<file path="config.mk">
export PLATFORM = sky130hd
export DESIGN_NAME = apb_master
export DESIGN_NICKNAME = d
export VERILOG_FILES = /design/src/rtl/apb_master.sv
export SDC_FILE = /design/constraint.sdc
export NUM_CORES = 1
export LEC_CHECK = 0
export BUFFER_PORTS_ARGS = -buffer_cell sky130_fd_sc_hd__buf_2
export CORE_MARGIN = 8
export CORE_UTILIZATION = 50
export CTS_CLUSTER_DIAMETER = 30
export DETAILED_ROUTE_END_ITERATION = 10
export PLACE_DENSITY = 0.85
export SETUP_SLACK_MARGIN = 0.2
export SYNTH_ARGS = -nofsm -noshare
export SYNTH_HDL_FRONTEND = slang
export SYNTH_SLANG_ARGS = --single-unit
export TNS_END_PERCENT = 5
</file>
<file path="constraint.sdc">
create_clock -name PCLK -period 3.5 [get_ports PCLK]
set_clock_uncertainty 0.15 [all_clocks]
set_input_delay 0.175 -clock PCLK [delete_from_list [all_inputs] [get_ports PCLK]]
set_output_delay 0.175 -clock PCLK [all_outputs]
set_load 0.01 [all_outputs]
</file>
<file path="src/rtl/apb_master.sv">
// APB master bridge: turns a single valid/ready command into one APB
// transfer (SETUP then ACCESS) and returns the result on a valid/ready
// response channel. An ACCESS phase that waits too long is aborted and
// reported as a timeout error.
module apb_master #(
  parameter int DATA_WIDTH     = 32,
  parameter int TIMEOUT_CYCLES = 16
) (
  input  logic                  PCLK,
  input  logic                  PRESET,
  // command channel
  input  logic                  cmd_valid,
  output logic                  cmd_ready,
  input  logic                  cmd_write,
  input  logic [DATA_WIDTH-1:0] cmd_addr,
  input  logic [DATA_WIDTH-1:0] cmd_wdata,
  // response channel
  output logic                  rsp_valid,
  input  logic                  rsp_ready,
  output logic [DATA_WIDTH-1:0] rsp_rdata,
  output logic                  rsp_err,
  output logic                  rsp_timeout,
  // APB
  output logic [DATA_WIDTH-1:0] PADDR,
  output logic                  PSEL,
  output logic                  PENABLE,
  output logic                  PWRITE,
  output logic [DATA_WIDTH-1:0] PWDATA,
  input  logic                  PREADY,
  input  logic [DATA_WIDTH-1:0] PRDATA,
  input  logic                  PSLVERR
);

  typedef enum logic [1:0] {
    S_IDLE   = 2'd0,
    S_SETUP  = 2'd1,
    S_ACCESS = 2'd2,
    S_RESP   = 2'd3
  } state_t;

  // The wait counter holds the number of PREADY-low ACCESS cycles already
  // seen; the abort fires on the cycle that would make it TIMEOUT_CYCLES.
  localparam logic [7:0] WAIT_LAST = 8'(TIMEOUT_CYCLES - 1);

  state_t                state_q,       state_d;
  logic [7:0]            wait_cnt_q,    wait_cnt_d;
  logic [DATA_WIDTH-1:0] paddr_q,       paddr_d;
  logic                  pwrite_q,      pwrite_d;
  logic [DATA_WIDTH-1:0] pwdata_q,      pwdata_d;
  logic                  psel_q,        psel_d;
  logic                  penable_q,     penable_d;
  logic                  rsp_valid_q,   rsp_valid_d;
  logic [DATA_WIDTH-1:0] rsp_rdata_q,   rsp_rdata_d;
  logic                  rsp_err_q,     rsp_err_d;
  logic                  rsp_timeout_q, rsp_timeout_d;

  // Next-state and next-output logic; every registered output is computed
  // one cycle ahead so that it lines up with the state it belongs to.
  always_comb begin
    state_d       = state_q;
    wait_cnt_d    = wait_cnt_q;
    paddr_d       = paddr_q;
    pwrite_d      = pwrite_q;
    pwdata_d      = pwdata_q;
    psel_d        = psel_q;
    penable_d     = penable_q;
    rsp_valid_d   = rsp_valid_q;
    rsp_rdata_d   = rsp_rdata_q;
    rsp_err_d     = rsp_err_q;
    rsp_timeout_d = rsp_timeout_q;

    case (state_q)
      S_IDLE: begin
        if (cmd_valid) begin
          paddr_d   = cmd_addr;
          pwrite_d  = cmd_write;
          pwdata_d  = cmd_wdata;
          psel_d    = 1'b1;
          penable_d = 1'b0;
          state_d   = S_SETUP;
        end
      end

      S_SETUP: begin
        // single SETUP cycle; counter starts fresh for this ACCESS phase
        penable_d  = 1'b1;
        wait_cnt_d = 8'd0;
        state_d    = S_ACCESS;
      end

      S_ACCESS: begin
        if (PREADY) begin
          // completion wins over a timeout landing in the same cycle
          rsp_rdata_d   = pwrite_q ? '0 : PRDATA;
          rsp_err_d     = PSLVERR;
          rsp_timeout_d = 1'b0;
          rsp_valid_d   = 1'b1;
          psel_d        = 1'b0;
          penable_d     = 1'b0;
          state_d       = S_RESP;
        end else if (wait_cnt_q == WAIT_LAST) begin
          rsp_rdata_d   = '0;
          rsp_err_d     = 1'b1;
          rsp_timeout_d = 1'b1;
          rsp_valid_d   = 1'b1;
          psel_d        = 1'b0;
          penable_d     = 1'b0;
          wait_cnt_d    = 8'(wait_cnt_q + 8'd1);
          state_d       = S_RESP;
        end else begin
          wait_cnt_d = 8'(wait_cnt_q + 8'd1);
        end
      end

      S_RESP: begin
        if (rsp_ready) begin
          rsp_valid_d = 1'b0;
          state_d     = S_IDLE;
        end
      end

      default: begin
        state_d     = S_IDLE;
        psel_d      = 1'b0;
        penable_d   = 1'b0;
        rsp_valid_d = 1'b0;
      end
    endcase
  end

  // State and output registers; reset overrides everything, including an
  // in-flight transfer, which is dropped without a response.
  always_ff @(posedge PCLK) begin
    if (PRESET) begin
      state_q       <= S_IDLE;
      wait_cnt_q    <= 8'd0;
      paddr_q       <= '0;
      pwrite_q      <= 1'b0;
      pwdata_q      <= '0;
      psel_q        <= 1'b0;
      penable_q     <= 1'b0;
      rsp_valid_q   <= 1'b0;
      rsp_rdata_q   <= '0;
      rsp_err_q     <= 1'b0;
      rsp_timeout_q <= 1'b0;
    end else begin
      state_q       <= state_d;
      wait_cnt_q    <= wait_cnt_d;
      paddr_q       <= paddr_d;
      pwrite_q      <= pwrite_d;
      pwdata_q      <= pwdata_d;
      psel_q        <= psel_d;
      penable_q     <= penable_d;
      rsp_valid_q   <= rsp_valid_d;
      rsp_rdata_q   <= rsp_rdata_d;
      rsp_err_q     <= rsp_err_d;
      rsp_timeout_q <= rsp_timeout_d;
    end
  end

  // cmd_ready is the only combinational output: accept only when idle.
  assign cmd_ready   = (state_q == S_IDLE);

  assign PADDR       = paddr_q;
  assign PWRITE      = pwrite_q;
  assign PWDATA      = pwdata_q;
  assign PSEL        = psel_q;
  assign PENABLE     = penable_q;
  assign rsp_valid   = rsp_valid_q;
  assign rsp_rdata   = rsp_rdata_q;
  assign rsp_err     = rsp_err_q;
  assign rsp_timeout = rsp_timeout_q;

endmodule

</file>
Yosys cells after proc, flatten, opt, wreduce, memory -nomap -nowiden
Cells that the tools add are included.
- $add $sub $neg: 1
- equal/unequal tests: 8
- muxes and demuxes: 22
- reductions and logical operators: 13
- operators by type and width (operator ; number):
    two-way mux 32 bit ; 3
    case mux 8 bit (2 select lines) ; 1
    AND reduction 3 bit ; 4
    two-way mux 1 bit ; 9
    adder 8 x 1 -> 8 bit (second input constant) ; 1
    equality test 8 x 4 -> 1 bit (second input constant) ; 1
    two-way mux 2 bit ; 4
    two-way mux 8 bit ; 1
    case mux 2 bit (4 select lines) ; 1
    nonzero test 2 bit ; 4
    != test 2 bit (second input constant) ; 3
    AND reduction 2 bit ; 3
    equality test 2 bit (second input constant) ; 2
    case mux 1 bit (2 select lines) ; 2
    != test 3 bit (second input constant) ; 1
    case mux 1 bit (3 select lines) ; 1
    nonzero test 3 bit ; 1
    equality test 2 x 1 -> 1 bit (second input constant) ; 1
    zero test 2 bit ; 1
- flip-flop bits (word level): 112
- output and inout port bits: 103
- logic and storage cells: 55

Logic depth before layout (Yosys ltp)
- word-level depth: 4
- depth in mapped cells: 7
- gate-level depth less buffers: 6

Worst setup path before layout
OpenSTA, ideal clock, no wires.
- path type: register to register
- start: reg state_q[0]
- end: reg wait_cnt_q[6]
- setup time: 0.070 ns
- arrival time: 1.667 ns
- data required time: 3.280 ns
- setup slack: 1.613 ns
- stages on the path, launching flop included: 8
- path buffers: 1
- clock period less this slack: 1.887 ns
- cell sequence: dfxtp_1 inv_1 ha_1 clkbuf_1 nand2b_1 or2_2 or3_1 a21oi_1
- longest elaborated chain between the ends: 3
- elaborated cells between the ends (all ways): 6
- RTL lines (element ; RTL line ; RTL):
    start: declaration ; 45 ; state_t state_q, state_d;
    start signal: assignment ; 147 ; state_q <= state_d;
    equality test 2 bit / equality test 2 x 1 -> 1 bit (equally long branches) ; 72 ; case (state_q)
    != test 2 bit (no source line) / nonzero test 2 bit (equally long branches) ; -- ;
    AND reduction 2 bit (no source line) ; -- ;
    end signal: assignment ; 148 ; wait_cnt_q <= wait_cnt_d;
    end: declaration ; 46 ; logic [7:0] wait_cnt_q, wait_cnt_d;
Several ways; a longest one is shown, not always the timed one.
A chain may end at the register's enable or synchronous reset.

Worst setup path in the final report
- start: reg wait_cnt_q[7]
- end: reg rsp_rdata_q[15], in the netlist rsp_rdata[15]
- longest elaborated chain between the ends: 3
- RTL lines (element ; RTL line ; RTL):
    equality test 8 x 4 -> 1 bit ; 101 ; end else if (wait_cnt_q == WAIT_LAST) begin
    nonzero test 2 bit (no source line) ; -- ;
    AND reduction 2 bit (no source line) ; -- ;
    end signal: assignment ; 155 ; rsp_rdata_q <= rsp_rdata_d;
    end: declaration ; 53 ; logic [DATA_WIDTH-1:0] rsp_rdata_q, rsp_rdata_d;
Every way passes these cells.

==> metrics <==
status=finished, final reports clean; io pins=206; Yosys reg bits=112; Vias/cell=5.150; syn avg cell area=8.407 um^2; RSZ-0062 raised after global routing=false; wire per inst=16.51 um; Initial Utilization=50.73%; HP Class=in2reg; RePlAce Congestion=0.7919; worst slew pin tran=989.2 ps; hold depth=3; die height=109.1 um; final hold vios=0; CTS H-tree lvls=3; grt total ovfl=0; cell area after synthesis=4338 um^2; initial antenna violation count=1; Fin Setup TNS=0 ps; Startpoint Class=flop; Post-Place Setup Slack=1124 ps; FFs w/ async S/R, synth=0%; worst-skew pair later-pin latency=350 ps; most frequent cells in the layout=buf_2, nand2_1, dfxtp_1; Max Slew Vio Count=0; Fmax=417.4 MHz; first-pass GRT wire length=22900 um; Final nets=911; clock-pin slew on the worst setup and hold paths=100 ps; PwrDens=523.3 nW/um^2; synthesis warning total=0; Rel. slew slack=33.82%; Placement Rows=34; PortBufs=205; HPWL after detailed placement=8895 um; Post-synth top flop=dfxtp_1; die width=109.1 um; Die Area=11910 um^2; Mapped Cells=516; Max Cap Viol=0; ANT nets after route=0; layout cells sized above 1=28.66%; TritonCTS clock tree=done; Worst Path Arrival=2520 ps; commonest non-fill, non-tap cell in the layout=buf_2; required time worst endpoint=3620 ps; DRT iter0 DRCs=270; total core area=8551 um^2; area growth from synthesis to layout=51.86%; Worst Path Max Fanout=32; Max VDD drop=0.3045 mV; largest net degree at the start of global routing=68; Final period util=68.45%; crit end category=flop; syn nets=625; DRC=0; Unique masters post-synth=35; Routed WL=15130 um; fin worst setup slack=1104 ps; clock sinks=112; vias in the first global route=4788; Final Setup Violations=0; min cycle time layout=2396 ps; post_cts resized=0; total iterations of the first detailed-routing run=7; Pleak=0.003176 uW; CTS Buffer Depth=2; clk root buf=clkbuf_8; Total GRT Usage=24.30%; worst-case reg-to-reg path depth=4; Seq/Total Area, Yosys=51.69%; cts bufs inserted=9; DR vias=4717; EDFF count, synth=0; worst setup path category=reg2reg
-- power by group --
group          total, uW  switching (uW)  internal (uW)
Combinational       1140             691            454
Clock                761             426            334
Sequential          1540            94.8           1450
-- flip-flops by register name, summed over array words and instances, names as in the netlist, 2 cells and up --
register    cells
PADDR          32
PWDATA         32
rsp_rdata      32
state_q         2
wait_cnt_q      8
-- routing by layer --
metal | vias up | GRT usage (%) | routed length [um]
met5 | - | 0 | 0
met4 | 0 | 16.23 | 799
met3 | 63 | 5.851 | 957
met2 | 210 | 44.15 | 8013
met1 | 2179 | 24.10 | 5355
li1 | 2265 | - | -
-- timing repair --
| item | CTS | global route |
|---|---|---|
| endpoints found under the hold margin | 100 | 0 |
| buffers inserted | 0 | 0 |
| endpoints found under the setup margin | 0 | 0 |
| hold buffers | 100 | 0 |
-- per-stage QoR --
step	hold WS (ps)	std cells	utilization [%]	total power (uW)	instance area, um^2
global route	92.54	915	77.01	3638	6585
CTS	76.78	914	76.98	3439	6583
global placement	239.2	799	63.04	2547	5390
finish	98.99	916	77.04	3447	6588
floorplan	125.2	516	-	2227	4338
detailed placement	241.7	799	63.04	2592	5390
-- cells in the mapped netlist (2+ instances only) --
cell / n / area share (%)
ha_1: 6 / 1.7
mux2i_1: 32 / 7.4
clkbuf_1: 29 / 2.5
buf_6: 3 / 0.78
nand3_1: 4 / 0.46
nor3_1: 2 / 0.23
or3_1: 2 / 0.29
mux2_2: 2 / 0.52
a21oi_1: 76 / 8.8
dfxtp_1: 112 / 52
nand2_1: 170 / 15
nand2b_1: 37 / 5.3
o211ai_1: 2 / 0.35
nor2_1: 10 / 0.87
inv_1: 3 / 0.26
o21ai_0: 5 / 0.58
buf_1: 2 / 0.17
a311oi_1: 2 / 0.40
-- final cells by class --
class | instances | area [um^2]
fillers | 535 | 1963
flip-flops and latches | 112 | 2242
clock inverters | 5 | 63.81
inverters | 3 | 11.26
repair buffers | 309 | 2059
well taps | 108 | 135.1
clock buffers | 10 | 127.6
diodes | 2 | 5.005
multi-input cells | 367 | 1943
-- worst max-delay path, stage by stage (launching register included) --
cell and delay, ps:
dfxtp_1 330, or4_4 560, o21bai_1 260, nand2_2 610
mux2i_1 390
-- cells by family after synthesis --
kind of cell	share of synthesized area, %
AND/OR/NAND/NOR	23.45
adder cells (fa/ha/maj)	1.731
buffers and inverters	3.721
flip-flops	51.69
multiplexers	7.903
AO/OA/AOI/OAI	11.51
-- path summary, 6_finish.rpt --
check	startpoint	endpoint	slack (ps)
max	wait_cnt_q[7]	rsp_rdata[15]	1100
min	cmd_valid	PSEL	100
max reg2reg	wait_cnt_q[7]	rsp_rdata[15]	1100
min reg2reg	PWDATA[26]	PWDATA[26]	310
(Power assumes the default switching activity.)
